**src/rtl/hamming_seq.sv**
```systemverilog
// hamming_seq: job sequencer that reads 11-bit messages, SECDED-encodes them
// and writes 16-bit codewords back over a granted data-memory port.
module hamming_seq #(
    parameter int MSG_COUNT = 15,
    parameter int SRC_BASE  = 0,
    parameter int DST_BASE  = 30,
    parameter int AW        = 8
) (
    input  logic          Clk,
    input  logic          Reset_n,
    input  logic          Start,
    output logic          Busy,
    output logic          Done,
    output logic          MemReq,
    input  logic          MemGnt,
    output logic [AW-1:0] MemAddr,
    output logic          MemWrEn,
    output logic [7:0]    MemWrData,
    input  logic [7:0]    MemRdData
);
    typedef enum logic [2:0] {IDLE, REQ, RD_LO, RD_HI, WR_HI, WR_LO, DONE} state_t;
    state_t state_q, state_d;
    logic [6:0] idx_q, idx_d;
    logic [7:0] lo_q, lo_d;
    logic [2:0] hi_q, hi_d;
    logic [11:1] d;
    logic p8, p4, p2, p1, p0;
    logic [AW-1:0] src, dst;

    always_ff @(posedge Clk or negedge Reset_n) begin
        if (!Reset_n) begin
            state_q <= IDLE;
            idx_q   <= '0;
            lo_q    <= '0;
            hi_q    <= '0;
        end else begin
            state_q <= state_d;
            idx_q   <= idx_d;
            lo_q    <= lo_d;
            hi_q    <= hi_d;
        end
    end

    always_comb begin
        d   = {hi_q, lo_q};
        p8  = ^d[11:5];
        p4  = ^d[11:8] ^ ^d[4:2];
        p2  = d[11] ^ d[10] ^ d[7] ^ d[6] ^ d[4] ^ d[3] ^ d[1];
        p1  = d[11] ^ d[9] ^ d[7] ^ d[5] ^ d[4] ^ d[2] ^ d[1];
        p0  = ^d ^ p8 ^ p4 ^ p2 ^ p1;
        src = AW'(SRC_BASE) + AW'({idx_q, 1'b0});
        dst = AW'(DST_BASE) + AW'({idx_q, 1'b0});
        state_d   = state_q;
        idx_d     = idx_q;
        lo_d      = lo_q;
        hi_d      = hi_q;
        Busy      = !(state_q inside {IDLE, DONE});
        Done      = state_q == DONE;
        MemReq    = Busy;
        MemAddr   = '0;
        MemWrData = '0;
        MemWrEn   = 1'b0;
        case (state_q)
            IDLE, DONE: if (Start) begin
                state_d = REQ;
                idx_d   = '0;
            end
            REQ: if (MemGnt) state_d = RD_LO;
            RD_LO: begin
                MemAddr = src;
                if (MemGnt) begin
                    lo_d    = MemRdData;
                    state_d = RD_HI;
                end
            end
            RD_HI: begin
                MemAddr = src + AW'(1);
                if (MemGnt) begin
                    hi_d    = MemRdData[2:0];
                    state_d = WR_HI;
                end
            end
            WR_HI: begin
                MemAddr   = dst + AW'(1);
                MemWrData = {d[11:5], p8};
                MemWrEn   = MemGnt;
                if (MemGnt) state_d = WR_LO;
            end
            WR_LO: begin
                MemAddr   = dst;
                MemWrData = {d[4:2], p4, d[1], p2, p1, p0};
                MemWrEn   = MemGnt;
                if (MemGnt) begin
                    idx_d   = idx_q + 7'd1;
                    state_d = (idx_q == 7'(MSG_COUNT - 1)) ? DONE : RD_LO;
                end
            end
            default: state_d = IDLE;
        endcase
    end
endmodule

```
**config.mk**
```make
export PLATFORM = sky130hd
export DESIGN_NAME = hamming_seq
export DESIGN_NICKNAME = d
export VERILOG_FILES = /design/src/rtl/hamming_seq.sv
export SDC_FILE = /design/constraint.sdc
export NUM_CORES = 1
export LEC_CHECK = 0
export BUFFER_PORTS_ARGS = -buffer_cell sky130_fd_sc_hd__buf_2
export CORE_MARGIN = 2
export CORE_UTILIZATION = 54
export DETAILED_ROUTE_END_ITERATION = 7
export GPL_TIMING_DRIVEN = 0
export HOLD_SLACK_MARGIN = 0.08
export PLACE_DENSITY_LB_ADDON = 0.05
export SLEW_MARGIN = 20
export SYNTH_ARGS = -nofsm -noshare
export SYNTH_HDL_FRONTEND = slang
export SYNTH_SLANG_ARGS = --single-unit
```
**constraint.sdc**
```tcl
create_clock -name Clk -period 2.3 [get_ports Clk]
set_input_delay 0.115 -clock Clk [delete_from_list [all_inputs] [get_ports Clk]]
set_output_delay 0.115 -clock Clk [all_outputs]
set_load 0.01 [all_outputs]
```
# After elaboration in Yosys (flattened, before gate mapping)
# Cells that the tools add are included.
[totals]
regBits = 21
input_bits = 12
elab_cells = 66
[classes]
add_sub_neg = 4
eq_ne = 13
mux = 14
bitwise_logic = 17
reduce_logical = 14
[ops]
columns = ["cell", "n"]
rows = [
  ["one-hot mux 8 bit (4 select lines)", 1],
  ["2-to-1 mux 3 bit", 7],
  ["one-hot mux 3 bit (6 select lines)", 1],
  ["bitwise XOR 1 bit", 17],
  ["adder 8 x 1 -> 8 bit (second input constant)", 2],
  ["one-hot mux 8 bit (2 select lines)", 1],
  ["2-to-1 mux 7 bit", 2],
  ["one-hot mux 7 bit (2 select lines)", 1],
  ["!= test 2 bit (second input constant)", 6],
  ["XOR reduction 11 bit", 1],
  ["equality test 3 bit (second input constant)", 3],
  ["adder 5 x 8 -> 8 bit (first input constant)", 1],
  ["adder 7 x 1 -> 7 bit (second input constant)", 1],
  ["equality test 7 x 4 -> 1 bit (second input constant)", 1],
  ["XOR reduction 7 bit", 1],
  ["equality test 3 x 2 -> 1 bit (second input constant)", 2],
  ["AND reduction 6 bit", 1],
  ["AND reduction 2 bit", 2],
  ["nonzero test 2 bit", 2],
  ["OR reduction 2 bit", 2],
  ["XOR reduction 4 bit", 1],
  ["equality test 3 x 1 -> 1 bit (second input constant)", 1],
  ["zero test 3 bit", 1],
  ["AND reduction 3 bit", 1],
  ["3 further kinds", 3],
]

# Depth between registers and ports, before layout
# Gate-level depths: netlist of the first run.
[depth]
ltp_word = 9
ltp_mapped = 7

# Least setup slack after synthesis of the first run
# Ideal clock, no wire load.
[synth_path]
kind = "flip-flop to output port"
from = "register hi_q[2]"
to = "output MemWrData[0]"
t_arrival_ns = 1.726
slack_ns = 0.459
stages_incl_launch_ff = 6
path_cell_list = "dfrtp_1 > xnor2_1 > xor3_2 > xnor2_1 > a211o_1 > a21oi_2"
[synth_between]
elab_chain_cells = 9
elab_cells_between_ends = 21
cone_classes = "mux: 1; bitwise: 17; reduce/logical: 3"
[synth_rtl]
columns = ["element", "line_no", "source"]
rows = [
  ["start, declared", "25", "logic [2:0] hi_q, hi_d;"],
  ["start signal, assigned", "40", "hi_q <= hi_d;"],
  ["bitwise XOR 1 bit (6 in a row)", "48", "p2 = d[11] ^ d[10] ^ d[7] ^ d[6] ^ d[4] ^ d[3] ^ d[1];"],
  ["bitwise XOR 1 bit (2 in a row)", "50", "p0 = ^d ^ p8 ^ p4 ^ p2 ^ p1;"],
  ["one-hot mux 8 bit (2 select lines) (*)", "63", "case (state_q)"],
  ["end, declared", "18", "output logic [7:0] MemWrData,"],
]
# Mark *: on every way between the ends. The rest lies on a longest branch, timed or not.

# Worst setup path in the final report of the first run
# Ends and elaborated chain as after synthesis.

==> impl_results.md, run 1 <==
- Run status: complete, no violations
- HP Start: MemGnt
- Max-slew violations: 0
- Horiz. Die Dim: between 50 and 60 um
- Mean number of vias per cell: ~5.4
- Post-route clock period utilization: 0.988
- HPWL after detailed placement: between 2000 and 2500 um
- Placeable core area: ~2700 um2
- Worst path most repeated cell: xnor2_2
- Nets: 229
- Worst path required time: between 2000 and 2500 ps
- Synthesis-stage register bit count: 21
- Class of the most critical setup path: register to output pin
- Port-buffer cells: 31
- Post-DP Area: roughly 1700 um2
- Count of nets left with antenna violations after detail routing: 0
- Worst path cell trace: xnor2_2 > xor3_2 > xnor2_2 > a211o_1 > a21oi_2 > buf_2
- Synth Area per Inst: around 9 um2
- Power per cell area: between 1500 and 2000 nW/um2
- Number of buffers on the longest clock path: 2
- Fraction of final layout cells sized beyond drive strength 1: 0.310
- Min Clock Period, post-route: around 2300 ps
- CTS clk-pin slew, worst paths: 130 ps
- Drt first-iter violations: 57
- Worst R2R End: idx_q[3]
- Path depth of the worst reg2reg path: 6
- Unrepaired setup endpoints after global routing: true
- First-pass DRT Iterations: 4
- Overall die area: between 3000 and 4000 um2
- Setup crit start: hi_q[2]
- Most common cell after layout, fill and taps aside: buf_2
- Post-route cell area: approximately 1900 um2
- Synthesis-to-finish area growth: 25.7%
- Placer Congestion: about 0.80
- Hold EP: state_q[1]
- Post-synth top flop: dfrtp_1
- Number of placement rows: 19
- Largest net degree at the start of global routing: 22
- Post-Route Skew: roughly 8.6 ps
- Worst hold path class: input port to register
- Biggest cell delay along the critical path: between 400 and 500 ps
- Fraction of registers with async set/reset: 1.00
- Leak: about 0.9 nW
- Crit-path leading delay family: XOR/XNOR gates
- Worst slew pin tran: 542 ps
- Clock tree from TritonCTS: yes
- EDFF count, synth: 0
- Max H-tree Level: 1
- Drt total wl: around 3300 um
- R2R Path Start: state_q[0]
- Slowest library cell on the worst path: xor3_2
- Peak supply drop: around 1700 uV
- Sequential fraction of the synthesis area: 0.345
- Global-route wire length before repair: between 5000 and 6000 um
- Maximum achievable frequency: between 400 and 500 MHz
- Startpoint types: register
- Initial antenna violation count: 0
- Post-synth cell types: 36
- R2r setup slk: between 400 and 500 ps
- Final number of hold-violating endpoints: 0
- Inserted Clock Buffers: 3
- YS warnings: 0
- Fraction of the core area covered by cells at the end of the flow: 0.705
- Residual DRC: 0
- Total design power: ~3.1 mW
- Die Y: about 57 um
- Vias in the first global route: ~1300
- Crit end category: output pin
- Crit-path max FO: 4
- Routed WL per cell: ~14 um
- Post-Syn Nets: 179
- Clock root cell: clkbuf_4
- Arrival time of data at the critical path endpoint: ~2200 ps
- Max-cap viol count: 0
- Tot GR Track Use: 0.225
- Post-synthesis cell area: approximately 1500 um2
- Initial standard-cell utilization of the core: 0.561
- Commonest cells after routing, fill and taps aside: 31 x buf_2, 20 x nor2_1, 19 x dfrtp_1
- Hold Path Stages: 3
- GR Overflow Total: 0
- Antenna cells: 0
- Num ports: 32
- Number of standard cells after synthesis: around 160
- Total vias in the final route: approximately 1300
- Number of clock sinks: 21
- Remaining max-slew budget at the tightest pin: 0.639
- Final number of setup-violating endpoints: 0
- Clock latency on the worst-skew pair: 310 ps
- Buffers and inverters on the worst path: 1
-- metal layers --
metal,global-route usage,vias to the layer above,wire length (um)
met5,0,-,0
met4,0.0698,0,17
met3,0.0227,2,152
met2,0.391,40,1710
met1,0.298,604,1460
li1,-,669,-
-- sequential cells by signal (all words and copies together), names as in the netlist --
register	cells
lo_q	8
idx_q	7
hi_q	3
state_q	3
-- cell type report --
cell class / instances / area [um2]
multi-input combinational: 126 / 966
tap: 31 / 38.8
inverter: 4 / 15.0
fill: 219 / 798
sequential: 21 / 528
clock buffer: 4 / 26.3
timing repair buffer: 45 / 283
buffer: 13 / 55.1
-- how the worst max path moves through the flow --
stage | endpoint | slack (ps) | cells past startpoint
3_5_place_dp | MemWrData[0] | 260 | 6
2_1_floorplan | MemWrData[0] | 460 | 5
5_1_grt | MemWrData[0] | -60 | 6
6_report | MemWrData[0] | 30 | 6
3_3_place_gp | MemWrData[0] | 290 | 6
4_1_cts | MemWrData[0] | 8 | 6
-- where the power goes --
group	switching, mW	internal (mW)
Combinational	0.971	1.29
Clock	0.118	0.0677
Sequential	0.194	0.504
-- tightest hold or removal path, cell delays in order --
cell and delay, ps:
buf_2 140, nand2_1 90, o21ai_0 70
-- Yosys cell counts (2+ instances only) --
library cell,number,share of area
clkbuf_1,10,0.025
nand4_1,2,0.0082
o21ai_0,14,0.046
dfrtp_1,21,0.35
o211ai_1,2,0.0099
nand2b_1,2,0.0082
and3_1,3,0.012
o2111ai_1,3,0.017
xnor2_1,13,0.075
nor2_1,20,0.049
xnor3_2,2,0.031
inv_1,4,0.0099
nand2_1,11,0.027
nor2b_1,2,0.0082
xor2_1,8,0.046
a21oi_1,4,0.013
o31ai_1,2,0.0099
ha_1,3,0.025
mux2_2,11,0.081
a21oi_2,2,0.012
nand3_1,3,0.0099
mux2i_1,7,0.046
buf_1,2,0.0049
-- cell families after synthesis --
kind of cell / share of synthesized area
and+or+nand+nor: 0.159
AOI/OAI and AO/OA: 0.131
xor gates and xnor gates: 0.169
DFF: 0.345
muxes: 0.127
buffers and inverters: 0.0444
adders and majority gates: 0.0247
-- stage by stage --
step	setup TNS, ps	hold WS, ps	worst slack, ps	std cells
floorplan	0	-181	459	164
global placement	0	96.2	288	226
detailed placement	0	106	258	226
CTS	0	129	8.17	243
global route	-70.3	152	-55.8	244
finish	0	138	26.6	244
-- repair_timing --
action / CTS / global route
setup endpoints to repair: 1 / 8
setup buffers: 4 / 1
endpoints found under the hold margin: 32 / 0
hold buffers: 9 / 0
gates resized for setup: 6 / 4
pin swaps: 4 / 2
(Power assumes the default switching activity.)
==> run 2, diff against run 1 <==
--- a/config.mk
+++ b/config.mk
@@ -11,7 +11,7 @@
 export DETAILED_ROUTE_END_ITERATION = 7
 export GPL_TIMING_DRIVEN = 0
 export HOLD_SLACK_MARGIN = 0.08
-export PLACE_DENSITY_LB_ADDON = 0.05
+export PLACE_DENSITY_LB_ADDON = 0.25
 export SLEW_MARGIN = 20
 export SYNTH_ARGS = -nofsm -noshare
 export SYNTH_HDL_FRONTEND = slang
==> run 2 against run 1 <==
  * Non-clock buffer count increased by 1
  * Global-route usage decreased by 0.81 points
  * Critical path depth unchanged
  * Core utilization unchanged
  * Design area unchanged
  * Sequential cell count unchanged
  * Worst setup slack improved by 29 ps
  * Critical path type unchanged
  * Sequential power about the same
  * Via count increased by 4.0%
  * Die area unchanged
  * Total power decreased by 5.0%
  * Sequential share of layout area unchanged
==> impl_results.md, run 2 (same netlist as run 1, synthesis figures left out) <==
- Maximum achievable frequency: 446 MHz (+1.3%)
- Peak supply drop: 1250 uV (-26%)
- Crit end category: output pin
- Slowest library cell on the worst path: xor3_2
- First-pass DRT Iterations: 4 (unchanged)
- Clock tree from TritonCTS: yes
- Min Clock Period, post-route: 2240 ps (-29.5 ps)
- Drt total wl: 3380 um (+1.3%)
- HPWL after detailed placement: 2400 um (+0.94%)
- Power per cell area: 1560 nW/um2 (-5.0%)
- Class of the most critical setup path: register to output pin
- Synthesis-to-finish area growth: 25.7% (unchanged)
- Horiz. Die Dim: 57.1 um (unchanged)
- Run status: complete, no violations
- Arrival time of data at the critical path endpoint: 2130 ps (-30 ps)
- Number of buffers on the longest clock path: 2 (unchanged)
- Fraction of final layout cells sized beyond drive strength 1: 0.308 (-0.00145)
- Pre-CTS WS: 252 ps (-6.07 ps)
- Crit-path max FO: 4 (unchanged)
- Mean number of vias per cell: 5.58 (+3.5%)
- Worst path cell trace: xnor2_2 > xor3_2 > xnor2_2 > a211o_1 > a21oi_2 > buf_2
- Register with the most flip-flops: lo_q
- Post-Route Skew: 2.77 ps (-5.85 ps)
- CTS clk-pin slew, worst paths: 130 ps (about the same)
- Overall die area: 3260 um2 (unchanged)
- Unrepaired setup endpoints after global routing: true
- Worst path required time: 2180 ps (about the same)
- Post-layout worst setup margin: 56.1 ps (+29.5 ps)
- Most common cell after layout, fill and taps aside: buf_2
- Port-buffer cells: 31 (unchanged)
- R2R Path Start: state_q[0]
- Biggest cell delay along the critical path: 500 ps (about the same)
- Number of placement rows: 19 (unchanged)
- Number of clock sinks: 21 (unchanged)
- Max-slew violations: 0 (unchanged)
- Total vias in the final route: 1367 (+4.0%)
- Path depth of the worst reg2reg path: 6 (unchanged)
- Die Y: 57.1 um (unchanged)
- Worst hold path class: input port to register
- HP Start: MemGnt
- Vias in the first global route: 1270 (+0.71%)
- Largest net degree at the start of global routing: 22 (unchanged)
- Filler cell count: 200 (-8.7%)
- Hold Path Stages: 3 (unchanged)
- Count of nets left with antenna violations after detail routing: 0 (unchanged)
- Post-DP Area: 1720 um2 (unchanged)
- Remaining max-slew budget at the tightest pin: 0.669 (+0.0307)
- GR Overflow Total: 0 (unchanged)
- Inserted Clock Buffers: 3 (unchanged)
- Residual DRC: 0 (unchanged)
- Final number of hold-violating endpoints: 0 (unchanged)
- Worst path most repeated cell: xnor2_2
- Final hold slack: 137 ps (-1.43 ps)
- Max reg flops: 8 (unchanged)
- Max-cap viol count: 0 (unchanged)
- Num ports: 32 (unchanged)
- Placer Congestion: 0.820 (+2.4%)
- Startpoint types: register
- Antenna cells: 0 (unchanged)
- Worst slew pin tran: 496 ps (-46.0 ps)
- Initial antenna violation count: 0 (unchanged)
- Clock latency on the worst-skew pair: 300 ps (about the same)
- Placeable core area: 2710 um2 (unchanged)
- R2r setup slk: 430 ps (-40 ps)
- Hold EP: state_q[1]
- Post-route clock period utilization: 0.976 (-0.0128)
- Nets: 230 (+0.44%)
- Largest registers in the final layout: lo_q x8, idx_q x7
- Max H-tree Level: 1 (unchanged)
- Tot GR Track Use: 0.217 (-0.00806)
- Leak: 0.915 nW (about the same)
- Clock root cell: clkbuf_4
- Final number of setup-violating endpoints: 0 (unchanged)
- Worst R2R End: idx_q[3]
- Initial standard-cell utilization of the core: 0.561 (unchanged)
- Drt first-iter violations: 36 (-37%)
- Global-route wire length before repair: 5550 um (-3.1%)
- Routed WL per cell: 13.8 um (+0.90%)
- Post-route cell area: 1910 um2 (unchanged)
- Commonest cells after routing, fill and taps aside: 31 x buf_2, 20 x nor2_1, 19 x dfrtp_1
## run 2: changes by cell type in the layout (fill, tap and decap cells not counted)
cell and delta:
clkbuf_2 -1, xnor2_2 -1, clkinv_2 +1, xnor2_1 +1, buf_4 +1
## run 2: critical path: cells and delay by family, from the launching register on
family,cells,cell delay (ps)
xor+xnor,3,830
buf+inv,1,140
flops,1,470
compound gates,2,380
## run 2: per-layer routing
layer  track usage  wire length, um  vias up
met5             0                0        -
met4        0.0731               50        0
met3        0.0431              142        4
met2         0.383             1760       38
met1         0.265             1430      656
li1              -                -      669
## run 2: stage by stage
| step | total power [mW] | setup TNS [ps] | util | instances |
|---|---|---|---|---|
| finish | 2.99 | 0 | 0.705 | 245 |
| global route | 3.24 | -99.1 | 0.705 | 245 |
| CTS | 2.91 | -1.44 | 0.694 | 241 |
| detailed placement | 2.48 | 0 | 0.633 | 226 |
| global placement | 2.40 | 0 | 0.633 | 226 |
| floorplan | 2.11 | 0 | - | 164 |
## run 2: how the worst max path moves through the flow
stage            start           end  slack (ps)  depth (start not counted)
6_report       hi_q[2]  MemWrData[0]          60                          6
5_1_grt        hi_q[0]  MemWrData[0]         -80                          6
4_1_cts        hi_q[1]  MemWrData[0]          -1                          6
3_5_place_dp   lo_q[3]  MemWrData[0]         250                          6
3_3_place_gp   hi_q[2]  MemWrData[0]         290                          6
2_1_floorplan  hi_q[2]  MemWrData[0]         460                          5
## run 2: final cells by class
class | instances | area, um2 | share of cell area
Sequential cell | 21 | 528 | 0.276
Buffer | 13 | 53.8 | 0.0281
Timing Repair Buffer | 46 | 290 | 0.152
Multi-Input combinational cell | 126 | 958 | 0.501
Clock inverter | 1 | 5.00 | 0.00262
Inverter | 4 | 15.0 | 0.00785
Clock buffer | 3 | 22.5 | 0.0118
Tap cell | 31 | 38.8 | 0.0203
## run 2: repair_timing
item / CTS / global route
pin swaps: 5 / 2
hold buffers: 9 / 0
buffers inserted: 2 / 4
resized for setup: 6 / 1
hold endpoints to repair: 32 / 0
endpoints found under the setup margin: 1 / 6
## run 2: power breakdown
part           internal (mW)  switching [mW]
logic                   1.17           0.938
registers              0.504           0.193
clock network         0.0649           0.120
==> run 3, diff against run 2 <==
--- a/config.mk
+++ b/config.mk
@@ -8,6 +8,7 @@
 export BUFFER_PORTS_ARGS = -buffer_cell sky130_fd_sc_hd__buf_2
 export CORE_MARGIN = 2
 export CORE_UTILIZATION = 54
+export CTS_BUF_LIST = sky130_fd_sc_hd__clkbuf_8 sky130_fd_sc_hd__clkbuf_16
 export DETAILED_ROUTE_END_ITERATION = 7
 export GPL_TIMING_DRIVEN = 0
 export HOLD_SLACK_MARGIN = 0.08
==> run 3 against run 2 <==
  * Clock power grew 31%
  * First-iteration DRC count is the same
  * Sequential cell count is the same
  * Sequential power is essentially flat
  * Maximum frequency grew 2.0%
  * Via count shrank 1.8%
  * Worst setup slack gained 44 ps
  * Total power grew 2.0%
  * Design area shrank 2.6%
  * Non-clock buffer count shrank 7
  * Clock skew shrank 0.80 ps
  * Critical endpoint unchanged
  * Largest power group unchanged
==> impl_results.md, run 3 (same netlist as run 1, synthesis figures left out) <==
- Run status: complete, no violations
- Most common cell after layout, fill and taps aside: buf_2
- Worst slew pin tran: 571 ps (+74.7 ps)
- Maximum achievable frequency: 455 MHz (+2.0%)
- Mean number of vias per cell: 5.64 (+1.1%)
- Met1 usage: 0.273 (+0.00720)
- Switching share of total power: 0.414 (-0.00436)
- Crit-path max FO: 4 (unchanged)
- Slowest library cell on the worst path: xor3_2
- Arrival time of data at the critical path endpoint: 2080 ps (-50 ps)
- Top Usage Layer GRT: met2
- CTS clk-pin slew, worst paths: 80 ps (-50 ps)
- Post-route cell area: 1860 um2 (-2.6%)
- Psw: 1.26 mW (+0.91%)
- Largest net degree at the start of global routing: 22 (unchanged)
- Commonest cells after routing, fill and taps aside: 31 x buf_2, 20 x nor2_1, 19 x dfrtp_1
- Global-route wire length before repair: 5390 um (-3.0%)
- Fraction of final layout cells sized beyond drive strength 1: 0.309 (+0.000768)
- Inserted Clock Buffers: 3 (unchanged)
- Drt first-iter violations: 36 (unchanged)
- Overall die area: 3260 um2 (unchanged)
- Number of clock sinks: 21 (unchanged)
- Biggest cell delay along the critical path: 510 ps (about the same)
- Class of the most critical setup path: register to output pin
- Clock tree from TritonCTS: yes
- Worst path cell trace: xnor2_2 > xor3_2 > xnor2_2 > a211o_1 > a21oi_2 > buf_2
- Proportion of power drawn by combinational gates: 0.691 (-0.014)
- Post-route clock period utilization: 0.956 (-0.0192)
- Clk network pwr share: 0.080 (+0.018)
- Post-DP Area: 1720 um2 (unchanged)
- Clock latency on the worst-skew pair: 260 ps (-40 ps)
- Final number of hold-violating endpoints: 0 (unchanged)
- GR Overflow Total: 0 (unchanged)
- Placeable core area: 2710 um2 (unchanged)
- Total vias in the final route: 1343 (-1.8%)
- Count of nets left with antenna violations after detail routing: 0 (unchanged)
- Peak supply drop: 1570 uV (+25%)
- Nets: 223 (-3.0%)
- Routed WL per cell: 14.0 um (+1.1%)
- Vias in the first global route: 1190 (-6.3%)
- Clock root cell: clkbuf_8
- Remaining max-slew budget at the tightest pin: 0.620 (-0.0498)
- Synthesis-to-finish area growth: 22.4%
- HPWL after detailed placement: 2400 um (unchanged)
- Final number of setup-violating endpoints: 0 (unchanged)
- First-pass DRT Iterations: 4 (unchanged)
- Max-cap viol count: 0 (unchanged)
- Number of buffers on the longest clock path: 2 (unchanged)
- Worst path required time: 2180 ps (about the same)
- Max H-tree Level: 1 (unchanged)
- Crit-path leading delay family: XOR/XNOR gates
- Die Y: 57.1 um (unchanged)
- Horiz. Die Dim: 57.1 um (unchanged)
- Startpoint types: register
- Initial standard-cell utilization of the core: 0.561 (unchanged)
- Crit end category: output pin
- Worst hold path class: input port to register
- Placer Congestion: 0.820 (unchanged)
- Global Route met3 Usage: 0.0363 (-0.00680)
- Residual DRC: 0 (unchanged)
- Leak: 0.890 nW (-2.8%)
- Max-slew violations: 0 (unchanged)
- Final hold slack: 85.6 ps (-51.1 ps)
- Post-Route Skew: 1.96 ps (-0.804 ps)
- Cell Int Power: 1.79 mW (+2.7%)
- Number of placement rows: 19 (unchanged)
- Buffers and inverters on the worst path: 1 (unchanged)
- Drt total wl: 3320 um (-1.8%)
- Register with the most flip-flops: lo_q
- Worst path most repeated cell: xnor2_2
- Power per cell area: 1640 nW/um2 (+4.7%)
- Max reg flops: 8 (unchanged)
- Antenna cells: 0 (unchanged)
- GR Layer Usage met2: 0.360 (-0.0230)
- Flop pwr share: 0.229 (-0.004)
- Port-buffer cells: 31 (unchanged)
- Largest registers in the final layout: lo_q x8, idx_q x7
- Min Clock Period, post-route: 2200 ps (-44.2 ps)
- Tot GR Track Use: 0.213 (-0.00422)
- Initial antenna violation count: 0 (unchanged)
- Num ports: 32 (unchanged)
run 3: changes by cell type in the layout (fill, tap and decap cells not counted), sizes merged:
cell,previous run,this run
clkbuf,14,13
dlygate4sd3,9,3
run 3: layout make-up:
type	count	area, um2
plain buffers	13	52.6
clock buffers	3	41.3
clock inverters	1	5.00
fillers	207	848
inverters	4	15.0
multi-input cells	126	958
flip-flops and latches	21	528
well taps	31	38.8
repair buffers	39	223
run 3: worst reg2reg max path, cell delays in order (launching register included):
cell and delay [ps]:
dfrtp_1 390, buf_1 430, nand3_1 160, a21oi_2 370, o2111ai_1 170, xor2_1 170, nor2_1 60
run 3: metrics by stage:
stage / TNS [ps] / worst slack [ps] / total power, mW / instances / utilization
CTS: 0 / 30.7 / 2.77 / 231 / 0.659
global route: -18.3 / -10.3 / 3.30 / 238 / 0.687
finish: 0 / 100 / 3.05 / 238 / 0.687
global placement: 0 / 289 / 2.40 / 226 / 0.633
floorplan: 0 / 459 / 2.11 / 164 / -
detailed placement: 0 / 252 / 2.48 / 226 / 0.633
run 3: repair_timing:
item,4_1_cts,5_1_grt
gates resized for setup,2,4
endpoints found under the setup margin,1,1
hold buffers,1,2
pin swaps,0,6
endpoints found under the hold margin,21,2
buffers inserted,0,5
run 3: path summary, 6_finish.rpt:
path                       depth (start not counted)      endpoint  slack [ps]    startpoint
min in group asynchronous                          2       lo_q[7]         340       Reset_n
setup / recovery                                   6  MemWrData[0]         100       hi_q[1]
hold reg to reg                                    1       lo_q[4]         580       lo_q[4]
hold / removal                                     2       lo_q[5]          90  MemRdData[5]
setup reg to reg                                   6      idx_q[3]         440    state_q[0]
max in group asynchronous                          2       hi_q[2]        1610       Reset_n
run 3: layer usage:
layer	routed length, um	vias up
met1	1430	639
met4	44	0
met5	0	-
li1	-	659
met2	1660	39
met3	183	6
run 3: power groups by stage:
stage / combinational (mW) / sequential, mW / clock, mW
floorplan: 1.48 / 0.635 / 0
finish: 2.11 / 0.698 / 0.243
global placement: 1.73 / 0.669 / 0
detailed placement: 1.79 / 0.684 / 0
CTS: 1.83 / 0.689 / 0.251
global route: 2.31 / 0.724 / 0.272
